===== src/rtl/frame_tx_if.sv =====
// frame_tx_if: byte-stream bundle between the two source FIFOs, the arbiter and the shared MAC TX.
interface frame_tx_if;
  logic       a_valid, a_last, a_ready;
  logic       b_valid, b_last, b_ready;
  logic [7:0] a_data, b_data, tx_data;
  logic       tx_ready, tx_valid, tx_last, busy;
  logic [1:0] grant;
  modport master (
    output a_valid, a_data, a_last, b_valid, b_data, b_last, tx_ready,
    input  a_ready, b_ready, tx_valid, tx_data, tx_last, grant, busy
  );
  modport slave (
    input  a_valid, a_data, a_last, b_valid, b_data, b_last, tx_ready,
    output a_ready, b_ready, tx_valid, tx_data, tx_last, grant, busy
  );
endinterface


===== src/rtl/frame_tx_arbiter.sv =====
// frame_tx_arbiter: round-robin merge of two frame byte streams onto one MAC TX port.
// Define ARB_STATS_EN to add saturating frames_a/frames_b/trunc_cnt counters.
module frame_tx_arbiter #(
  parameter int IFG_CYCLES = 12,
  parameter int MAX_LEN    = 1518
) (
  input  logic        clk,
  input  logic        rst_n,
  frame_tx_if.slave   bus
`ifdef ARB_STATS_EN
  ,
  output logic [15:0] frames_a,
  output logic [15:0] frames_b,
  output logic [15:0] trunc_cnt
`endif
);
  typedef enum logic [1:0] {IDLE, SEND, DRAIN, GAP} state_t;
  localparam logic [7:0]  IFG_LAST = 8'(IFG_CYCLES - 1);
  localparam logic [10:0] LEN_LAST = 11'(MAX_LEN - 1);
  state_t      state_q, state_d;
  logic [1:0]  grant_q, grant_d;
  logic        rr_b_q, rr_b_d;
  logic [10:0] len_q, len_d;
  logic [7:0]  gap_q, gap_d;
  logic        sel_b, src_valid, src_last;
  logic [7:0]  src_data;
  always_comb begin
    sel_b        = grant_q[1];
    src_valid    = sel_b ? bus.b_valid : bus.a_valid;
    src_last     = sel_b ? bus.b_last : bus.a_last;
    src_data     = sel_b ? bus.b_data : bus.a_data;
    state_d      = state_q;
    grant_d      = grant_q;
    rr_b_d       = rr_b_q;
    len_d        = len_q;
    gap_d        = gap_q;
    bus.tx_valid = 1'b0;
    bus.tx_data  = 8'h00;
    bus.tx_last  = 1'b0;
    bus.a_ready  = 1'b0;
    bus.b_ready  = 1'b0;
    bus.grant    = 2'b00;
    bus.busy     = state_q != IDLE;
    case (state_q)
      IDLE: if (bus.a_valid || bus.b_valid) begin
        // rr_b_q set means B was served last, so A wins a tie
        grant_d = (bus.a_valid && (!bus.b_valid || rr_b_q)) ? 2'b01 : 2'b10;
        rr_b_d  = grant_d[1];
        len_d   = '0;
        state_d = SEND;
      end
      SEND: begin
        bus.grant    = grant_q;
        bus.tx_valid = src_valid;
        bus.tx_data  = src_data;
        bus.tx_last  = src_valid && (src_last || len_q == LEN_LAST);
        bus.a_ready  = !sel_b && bus.tx_ready;
        bus.b_ready  = sel_b && bus.tx_ready;
        if (src_valid && bus.tx_ready) begin
          len_d   = len_q + 11'd1;
          gap_d   = '0;
          state_d = src_last ? GAP : len_q == LEN_LAST ? DRAIN : SEND;
        end
      end
      DRAIN: begin
        bus.grant   = grant_q;
        bus.a_ready = !sel_b;
        bus.b_ready = sel_b;
        if (src_valid && src_last) begin
          gap_d   = '0;
          state_d = GAP;
        end
      end
      default: begin
        gap_d   = gap_q + 8'd1;
        state_d = gap_q == IFG_LAST ? IDLE : GAP;
      end
    endcase
  end
  always_ff @(posedge clk or negedge rst_n) begin
    if (!rst_n) begin
      state_q <= IDLE;
      grant_q <= 2'b00;
      rr_b_q  <= 1'b1;
      len_q   <= '0;
      gap_q   <= '0;
    end else begin
      state_q <= state_d;
      grant_q <= grant_d;
      rr_b_q  <= rr_b_d;
      len_q   <= len_d;
      gap_q   <= gap_d;
    end
  end
`ifdef ARB_STATS_EN
  logic [15:0] fa_q, fa_d, fb_q, fb_d, tc_q, tc_d;
  logic        to_gap;
  always_comb begin
    to_gap = state_q != GAP && state_d == GAP;
    fa_d   = fa_q + 16'(to_gap && !sel_b && fa_q != 16'hFFFF);
    fb_d   = fb_q + 16'(to_gap && sel_b && fb_q != 16'hFFFF);
    tc_d   = tc_q + 16'(state_q == SEND && state_d == DRAIN && tc_q != 16'hFFFF);
  end
  always_ff @(posedge clk or negedge rst_n) begin
    if (!rst_n) begin
      fa_q <= '0;
      fb_q <= '0;
      tc_q <= '0;
    end else begin
      fa_q <= fa_d;
      fb_q <= fb_d;
      tc_q <= tc_d;
    end
  end
  assign frames_a  = fa_q;
  assign frames_b  = fb_q;
  assign trunc_cnt = tc_q;
`endif
endmodule


===== src/flat_wrapper.sv =====
// flat-port wrapper written by rule: the top's interface ports become plain ports
module frame_tx_arbiter_flat 
#(
  parameter int IFG_CYCLES = 12,
  parameter int MAX_LEN    = 1518
)
  (clk, rst_n, bus_a_valid, bus_a_data, bus_a_last, bus_b_valid, bus_b_data, bus_b_last, bus_tx_ready, bus_a_ready, bus_b_ready, bus_tx_valid, bus_tx_data, bus_tx_last, bus_grant, bus_busy);
  frame_tx_if bus_i ();
  input  logic clk;
  input  logic rst_n;
  input wire logic [$bits(bus_i.a_valid)-1:0] bus_a_valid;
  input wire logic [$bits(bus_i.a_data)-1:0] bus_a_data;
  input wire logic [$bits(bus_i.a_last)-1:0] bus_a_last;
  input wire logic [$bits(bus_i.b_valid)-1:0] bus_b_valid;
  input wire logic [$bits(bus_i.b_data)-1:0] bus_b_data;
  input wire logic [$bits(bus_i.b_last)-1:0] bus_b_last;
  input wire logic [$bits(bus_i.tx_ready)-1:0] bus_tx_ready;
  output wire logic [$bits(bus_i.a_ready)-1:0] bus_a_ready;
  output wire logic [$bits(bus_i.b_ready)-1:0] bus_b_ready;
  output wire logic [$bits(bus_i.tx_valid)-1:0] bus_tx_valid;
  output wire logic [$bits(bus_i.tx_data)-1:0] bus_tx_data;
  output wire logic [$bits(bus_i.tx_last)-1:0] bus_tx_last;
  output wire logic [$bits(bus_i.grant)-1:0] bus_grant;
  output wire logic [$bits(bus_i.busy)-1:0] bus_busy;
  assign bus_i.a_valid = bus_a_valid;
  assign bus_i.a_data = bus_a_data;
  assign bus_i.a_last = bus_a_last;
  assign bus_i.b_valid = bus_b_valid;
  assign bus_i.b_data = bus_b_data;
  assign bus_i.b_last = bus_b_last;
  assign bus_i.tx_ready = bus_tx_ready;
  assign bus_a_ready = bus_i.a_ready;
  assign bus_b_ready = bus_i.b_ready;
  assign bus_tx_valid = bus_i.tx_valid;
  assign bus_tx_data = bus_i.tx_data;
  assign bus_tx_last = bus_i.tx_last;
  assign bus_grant = bus_i.grant;
  assign bus_busy = bus_i.busy;
  frame_tx_arbiter #(.IFG_CYCLES(IFG_CYCLES), .MAX_LEN(MAX_LEN)) u_core (.clk(clk), .rst_n(rst_n), .bus(bus_i));
endmodule

===== config.mk =====
export PLATFORM = sky130hd
export DESIGN_NAME = frame_tx_arbiter_flat
export DESIGN_NICKNAME = d
export VERILOG_FILES = /design/src/rtl/frame_tx_if.sv /design/src/rtl/frame_tx_arbiter.sv /design/src/flat_wrapper.sv
export SDC_FILE = /design/constraint.sdc
export NUM_CORES = 1
export LEC_CHECK = 0
export CORE_ASPECT_RATIO = 0.7
export CORE_MARGIN = 2
export CORE_UTILIZATION = 40
export DETAILED_ROUTE_END_ITERATION = 8
export GPL_TIMING_DRIVEN = 0
export PLACE_DENSITY = 0.66
export SETUP_SLACK_MARGIN = 0.3
export SLEW_MARGIN = 40
export SYNTH_ARGS = -nofsm -noshare
export SYNTH_HDL_FRONTEND = slang
export SYNTH_SLANG_ARGS = --single-unit

===== constraint.sdc =====
create_clock -name clk -period 3.41 [get_ports clk]
set_input_delay 0.5115 -clock clk [delete_from_list [all_inputs] [get_ports clk]]
set_output_delay 0.5115 -clock clk [all_outputs]
set_load 0.005 [all_outputs]

== Yosys cells after proc, flatten, opt, wreduce, memory -nomap -nowiden ==
Index checks and enable logic that the tools add are counted.
Operators by class
  bitwise operators: 1
  add/sub/neg operators: 2
  equal/unequal tests: 7
  reduce and logical (&&, ||, !) cells: 19
  mux-type cells: 23
Operators with widths (count)
  8-bit 2-to-1 mux: 4
  8-bit one-hot mux with 3 select lines: 1
  11-bit 2-to-1 mux: 2
  11-bit one-hot mux with 2 select lines: 1
  2-bit 2-to-1 mux: 8
  11-bit by 1-bit adder with 11-bit output, second input constant: 1
  11-bit equality test, second input constant: 1
  3-bit AND reduction: 3
  8-bit by 1-bit adder with 8-bit output, second input constant: 1
  8-bit by 4-bit equality test with 1-bit output, second input constant: 1
  1-bit logical AND: 6
  2-bit by 1-bit inequality test with 1-bit output, second input constant: 3
  2-bit one-hot mux with 3 select lines: 1
  1-bit 2-to-1 mux: 4
  1-bit one-hot mux with 2 select lines: 2
  2-bit nonzero test: 2
  1-bit logical OR: 3
  2-bit by 1-bit equality test with 1-bit output, second input constant: 1
  2-bit equality test, second input constant: 1
  1-bit zero test: 2
  2-bit zero test: 1
  2-bit AND reduction: 1
  2-bit OR reduction: 1
  1-bit NOT: 1
Word-level totals
  word-level logic and storage cells: 57
  register bits after elaboration: 24

== Longest topological paths before layout ==
Gate-level depths: netlist of run 1.
  word-level depth: 5
  depth in mapped cells: 8
  mapped depth without buffers: 6

== Worst setup path before layout of run 1 ==
Ideal clock, no wire load.
  kind: register to output
  start point: reg u_core.state_q[1]
  end point: out bus_a_ready
  path buffers: 2
  setup slack: 1.468 ns
  arrival time: 1.430 ns
  stages on the path, launching flop included: 7
  required time: 2.898 ns
  cells stage by stage: dfrtp_1 -> inv_1 -> ha_1 -> buf_2 -> clkbuf_1 -> a21oi_1 -> nor3b_1
Between the ends
  longest elaborated chain between the ends: 2
  elaborated cells between the ends (all ways): 3
  classes of those cells: 2 x eq/ne; 1 x mux
Ends and longest elaborated chain
  start, declared: line frame_tx_arbiter.sv:20  | state_t state_q, state_d;
  start signal, assigned: line frame_tx_arbiter.sv:88  | state_q <= state_d;
  2-bit equality test or 2-bit by 1-bit equality test with 1-bit output (tied branches): line frame_tx_arbiter.sv:44  | case (state_q)
  1-bit one-hot mux with 2 select lines *: line frame_tx_arbiter.sv:44
  end, declared: line flat_wrapper.sv:18  | output wire logic [$bits(bus_i.a_ready)-1:0] bus_a_ready;
Every way passes the cells marked *; elsewhere a longest branch is shown, timed or not.

== Worst setup path after layout of run 1 ==
Ends and elaborated chain as after synthesis.

==> results.json, run 1 <==
{
  "routed_wl_um": 4350,
  "muxShareOfSynthArea_pct": 8.96,
  "gp_congestion": 0.824,
  "grtUsageTotal_pct": 19.5,
  "postSynth.asyncResetShare_pct": 100,
  "synthXorXnorAreaFrac_pct": 0.522,
  "p_leak_nw": 0.855,
  "max_freq_ghz": 0.345,
  "yosys.area_share.simple_pct": 26.2,
  "drive_gt1_share_pct": 10.5,
  "syn_nets": 209,
  "grt_pass1_wl_um": 7120,
  "netlist_instances": 179,
  "cp.buffers_inverters": 4,
  "first_global_vias": 1496,
  "yosys.area_share.adder_pct": 5.22,
  "antenna_left": 0,
  "netlist_area_mm2": 0.00168,
  "diodes": 0,
  "worstPathCellList": "inv_1, ha_1, clkbuf_4, clkbuf_2, a21oi_1, nor3b_1, clkdlybuf4s50_1",
  "vdd_drop_max_mv": 0.375,
  "cts_buffer_depth": 2,
  "clk_latency_ps": 270,
  "syn_avg_cell_area_um2": 9.37,
  "die_area_mm2": 0.00473,
  "grt_max_degree": 25,
  "rsz0062_at_grt": "false",
  "core_mm2": 0.00397,
  "drv_cap": 0,
  "dr.pass1.iters": 4,
  "grt_antenna_before_repair": 0,
  "dp_hpwl_um": 3370,
  "fin_nets": 251,
  "power.density_mw_per_mm2": 716,
  "dr.first_iter.drc_count": 76,
  "synth_top_family_by_area": "simple AND/OR/NAND/NOR gates",
  "vias": 1556,
  "min_path_type": "input pin to async pin",
  "critPathArrivalTime_ps": 2390,
  "yosys.area.top_type_share_pct": 34.3,
  "worst_pin_slew_ps": 608,
  "finalHoldViolCount": 0,
  "finalSetupViolations": 0,
  "cts_buffers": 3,
  "design_area_mm2": 0.00217,
  "max_slew_margin_pct": 59.4,
  "wire_per_inst_um": 16.0,
  "cts_root_buf": "clkbuf_8",
  "cts_tree": "built",
  "slew_violations": 0,
  "critPathTopFamily": "buffers and inverters",
  "die_h_um": 58.2,
  "die_x_um": 81.4,
  "post_cts_buffers": 0,
  "post-route-drc-count": 0,
  "fin_crit_sh_pct": 85.1,
  "critPathCaptureType": "primary output",
  "yosysWarnings": 0,
  "synth_seq_cells": 24,
  "crit_required_ps": 2900,
  "synth_cell_types": 44,
  "io_buffers": 37,
  "status": "completed",
  "netlist_top_cells_count": "23 x dfrtp_1, 15 x nand2_1, 11 x a21oi_1, 11 x nor2b_1",
  "ys.flop_type": "dfrtp_1",
  "nFillCells": 354,
  "routed_via_density": 5.72,
  "worst_path_largest_cell_delay_ps": 540,
  "synth_edf_count": 0,
  "synth_top_cell_by_area": "dfrtp_1",
  "synth_most_common_cell": "dfrtp_1",
  "cp-start-kind": "register",
  "place_area_mm2": 0.00211,
  "grt_overflow": 0,
  "crit_slowest_cell": "clkdlybuf4s50_1",
  "post-route-min-period_ps": 2900,
  "path_class": "register to primary output",
  "ios": 38,
  "cp_max_fo": 10,
  "synth_compound_area_share_pct": 19.9,
  "rows": 19,
  "synth_area_leaders": "dfrtp_1 34%, mux2i_1 5.4%, ha_1 5.2%, nor2b_1 4.1%, nand2_1 3.4%",
  "fin_setup_tns_ps": 0,
  "skew_ps": 15.0,
  "path_clk_slew_ps": 90,
  "cts_sinks": 24,
  "ys_seq_area_share_pct": 35.9,
  "initial_core_util_pct": 42.2,
  "h-tree-depth": 1,
  "syn_to_final_growth_pct": 29.5
}
## flip-flops by register name (all words and copies together), names as in the netlist
| name | cells |
|---|---|
| u_core.len_q | 11 |
| u_core.grant_q | 2 |
| u_core.state_q | 2 |
| u_core.rr_b_q | 1 |
| u_core.gap_q | 8 |
## power by group
part           leakage, nW  switching (mW)  internal [mW]
combinational        0.508           0.474          0.490
clock               0.0288          0.0924          0.103
sequential           0.319          0.0490          0.347
total                0.855           0.615          0.939
## worst paths after layout
kind / from / to / slack, ps / cells after the start
hold reg to reg: u_core.rr_b_q / u_core.rr_b_q / 500 / 2
setup / recovery: u_core.state_q[1] / bus_a_ready / 510 / 7
hold / removal: rst_n / u_core.len_q[8] / 220 / 1
max in group asynchronous: rst_n / u_core.gap_q[2] / 2810 / 1
setup reg to reg: u_core.state_q[1] / u_core.gap_q[0] / 1400 / 6
min in group clk: u_core.rr_b_q / u_core.rr_b_q / 500 / 2
## kinds of logic (layout without fill, tap and decap cells)
logic type | count (synthesis) | after routing
XOR/XNOR | 1 | 1
AND/OR/NAND/NOR | 78 | 78
flip-flops | 24 | 24
adder cells (fa/ha/maj) | 7 | 7
multiplexers | 14 | 14
buffers and inverters | 11 | 52
AO/OA/AOI/OAI | 44 | 44
## cell usage in the layout, fill, tap and decap left out, drive strengths merged, types with 2 or more instances in the layout
cell / instances
nand2: 15
o31ai: 5
a21oi: 11
nand2b: 7
dfrtp: 23
buf: 4
o211ai: 6
and2: 3
mux2i: 9
nand4: 3
inv: 4
or4: 5
clkdlybuf4s50: 36
mux2: 5
nor2b: 11
nor3: 4
ha: 7
o21ai: 7
nor2: 5
or3: 6
clkbuf: 8
o32ai: 2
or2: 3
nand3: 9
o2bb2ai: 6
## final cells by class
type	instances	area [um^2]	area share, %
Inverter	4	15.0	0.692
Tap cell	52	65.1	3.00
Clock buffer	4	55.1	2.54
Timing Repair Buffer	37	365	16.8
Buffer	7	43.8	2.02
Multi-Input combinational cell	144	1020	47.2
Sequential cell	24	602	27.7
## timing repair
item / in CTS / in global routing
hold buffers: 0 / 0
hold endpoints to repair: 0 / 0
endpoints found under the setup margin: 0 / 4
resized for setup: 0 / 3
## through the flow
step | setup slack [ps] | utilization (%) | power (mW) | hold slack [ps] | instances
after global routing | 340 | 54.7 | 1.68 | 253 | 272
after detailed placement | 634 | 53.2 | 1.36 | 479 | 268
after CTS | 320 | 54.6 | 1.56 | 243 | 272
after global placement | 691 | 53.2 | 1.32 | 480 | 268
final | 510 | 54.7 | 1.55 | 217 | 272
after floorplan | 1470 | - | 1.02 | 216 | 179
## worst register-to-register path: stages, from the launching register on
cell	delay, ps
dfrtp_1	390
inv_1	80
ha_1	250
clkbuf_4	230
a211oi_4	440
nand3b_1	320
o21bai_1	230
## routing by layer
layer | part of all wire (%) | global-route usage (%)
met1 | 46 | 26.7
met3 | 7.5 | 4.21
met4 | 0.87 | 4.12
met2 | 45 | 31.9
met5 | 0 | 0
(Power assumes the default switching activity.)
==> run 2, diff against run 1 <==
DONT_BUFFER_PORTS = 1   (was unset)
PLACE_DENSITY = unset   (was 0.66)
==> run 2 against run 1 <==
Compared with the run above:
- worst setup slack improved by 320 ps
- hold slack got worse by 150 ps
- clock power about the same
- via count decreased by 7.8%
- final area decreased by 17%
- combinational power decreased by 18%
==> results.json, run 2 (synthesized netlist as in run 1, its figures left out) <==
{
  "status": "completed",
  "ios": 38,
  "grt_overflow": 0,
  "finalHoldViolCount": 0,
  "setup_slack_ps": 830,
  "rr_worst_depth": 6,
  "cp.buffers_inverters": 3,
  "initial_core_util_pct": 42.2,
  "dr.first_iter.drc_count": 65,
  "core_mm2": 0.00397,
  "critPathTopFamily": "buffers and inverters",
  "die_area_mm2": 0.00473,
  "totalPowerFinal_mw": 1.38,
  "nFillCells": 386,
  "critPathCaptureType": "primary output",
  "finalSetupViolations": 0,
  "final_cell_mix": "23 x dfrtp_1, 15 x nand2_1, 11 x a21oi_1, 11 x nor2b_1",
  "worst_pin_slew_ps": 604,
  "dp_slack_ps": 1120,
  "h-tree-depth": 1,
  "drv_cap": 0,
  "die_h_um": 58.2,
  "reg_top3": "u_core.len_q x11, u_core.gap_q x8",
  "diodes": 0,
  "placed_cells": 231,
  "max_freq_ghz": 0.388,
  "cts_tree": "built",
  "worstPathCellList": "inv_1, ha_1, buf_2, clkbuf_1, and2_1, o21a_1",
  "whs_ps": 68.5,
  "antenna_left": 0,
  "vdd_drop_max_mv": 0.304,
  "routed_via_density": 6.08,
  "skew_ps": 9.50,
  "dp_hpwl_um": 3050,
  "fin_crit_sh_pct": 75.7,
  "cts-resized-gates": 0,
  "wire_per_inst_um": 17.0,
  "rsz0062_at_grt": "false",
  "routed_wl_um": 4010,
  "grt_antenna_before_repair": 0,
  "clk_latency_ps": 270,
  "vias": 1434,
  "grt_pass1_wl_um": 6600,
  "regMostFlops": "u_core.len_q",
  "grt_max_degree": 24,
  "syn_to_final_growth_pct": 7.76,
  "cts_sinks": 24,
  "cts_buffers": 3,
  "r2r-start": "u_core.state_q[1]",
  "power.density_mw_per_mm2": 765,
  "grt_util_met3_pct": 5.45,
  "post_cts_buffers": 0,
  "critPathArrivalTime_ps": 2070,
  "path_clk_slew_ps": 90,
  "mostFrequentLayoutCell": "dfrtp_1",
  "path_class": "register to primary output",
  "first_global_vias": 1456,
  "dr.pass1.iters": 4,
  "post-route-drc-count": 0,
  "gp_congestion": 0.834,
  "fin_setup_tns_ps": 0,
  "fin_nets": 215,
  "grtUsageTotal_pct": 18.5,
  "largest_register_ffs": 11,
  "cp-start-kind": "register",
  "use_met1_pct": 23.6,
  "timing.rr.end": "u_core.gap_q[2]",
  "max_slew_margin_pct": 59.7,
  "cts_buffer_depth": 2,
  "rows": 19,
  "grt_use_met2_pct": 30.7,
  "grt.busiest_layer": "met2",
  "cts_root_buf": "clkbuf_8",
  "post-route-min-period_ps": 2580,
  "rrSetupSlack_ps": 1330,
  "worst_path_largest_cell_delay_ps": 420,
  "cp_max_fo": 10,
  "crit_slowest_cell": "dfrtp_1",
  "instances_no_fill": 236,
  "die_x_um": 81.4,
  "p_leak_nw": 0.716,
  "min_path_type": "input pin to async pin",
  "slew_violations": 0,
  "io_buffers": 0,
  "drive_gt1_share_pct": 12.0,
  "crit_required_ps": 2900
}
[run 2: cell count changes in the layout (fill, tap and decap cells not counted)]
cell,change
clkdlybuf4s50_1,-36
buf_2,+1
clkbuf_1,+1
clkbuf_2,-1
clkbuf_4,-1
[run 2: through the flow]
step                util [%]  area (um^2)
CTS                     45.6         1810
global route            45.5         1810
floorplan                  -         1680
finish                  45.5         1810
global placement        43.9         1740
detailed placement      44.0         1750
[run 2: area by class of cell]
cell class | count | area [um^2] | area share (%)
plain buffers | 7 | 40.0 | 2.22
clock buffers | 4 | 55.1 | 3.05
inverters | 4 | 15.0 | 0.831
multi-input cells | 144 | 1020 | 56.7
flip-flops and latches | 24 | 602 | 33.3
well taps | 52 | 65.1 | 3.60
repair buffers | 1 | 5.00 | 0.277
[run 2: worst max-delay path by stage]
| stage | startpoint | endpoint | cells past startpoint |
|---|---|---|---|
| 2_1_floorplan | u_core.state_q[1] | bus_a_ready | 6 |
| 3_3_place_gp | u_core.state_q[1] | bus_tx_last | 6 |
| 3_5_place_dp | u_core.state_q[1] | bus_tx_last | 6 |
| 4_1_cts | u_core.state_q[1] | bus_tx_last | 6 |
| 5_1_grt | u_core.state_q[1] | bus_a_ready | 6 |
| 6_report | u_core.state_q[1] | bus_tx_last | 6 |
[run 2: timing repair]
| item | in CTS | in global routing |
|---|---|---|
| setup endpoints to repair | 0 | 0 |
| hold buffers | 1 | 0 |
| endpoints found under the hold margin | 23 | 0 |
[run 2: where the power goes]
part           internal (mW)  switching (mW)
registers              0.347          0.0495
logic                  0.336           0.453
clock network          0.103          0.0931
[run 2: routing by layer]
metal / part of all wire (%) / vias up / routed length, um
met5: 0 / - / 0
met4: 1.0 / 0 / 42
met3: 7.4 / 4 / 296
met2: 45 / 62 / 1820
met1: 46 / 690 / 1860
li1: - / 678 / -
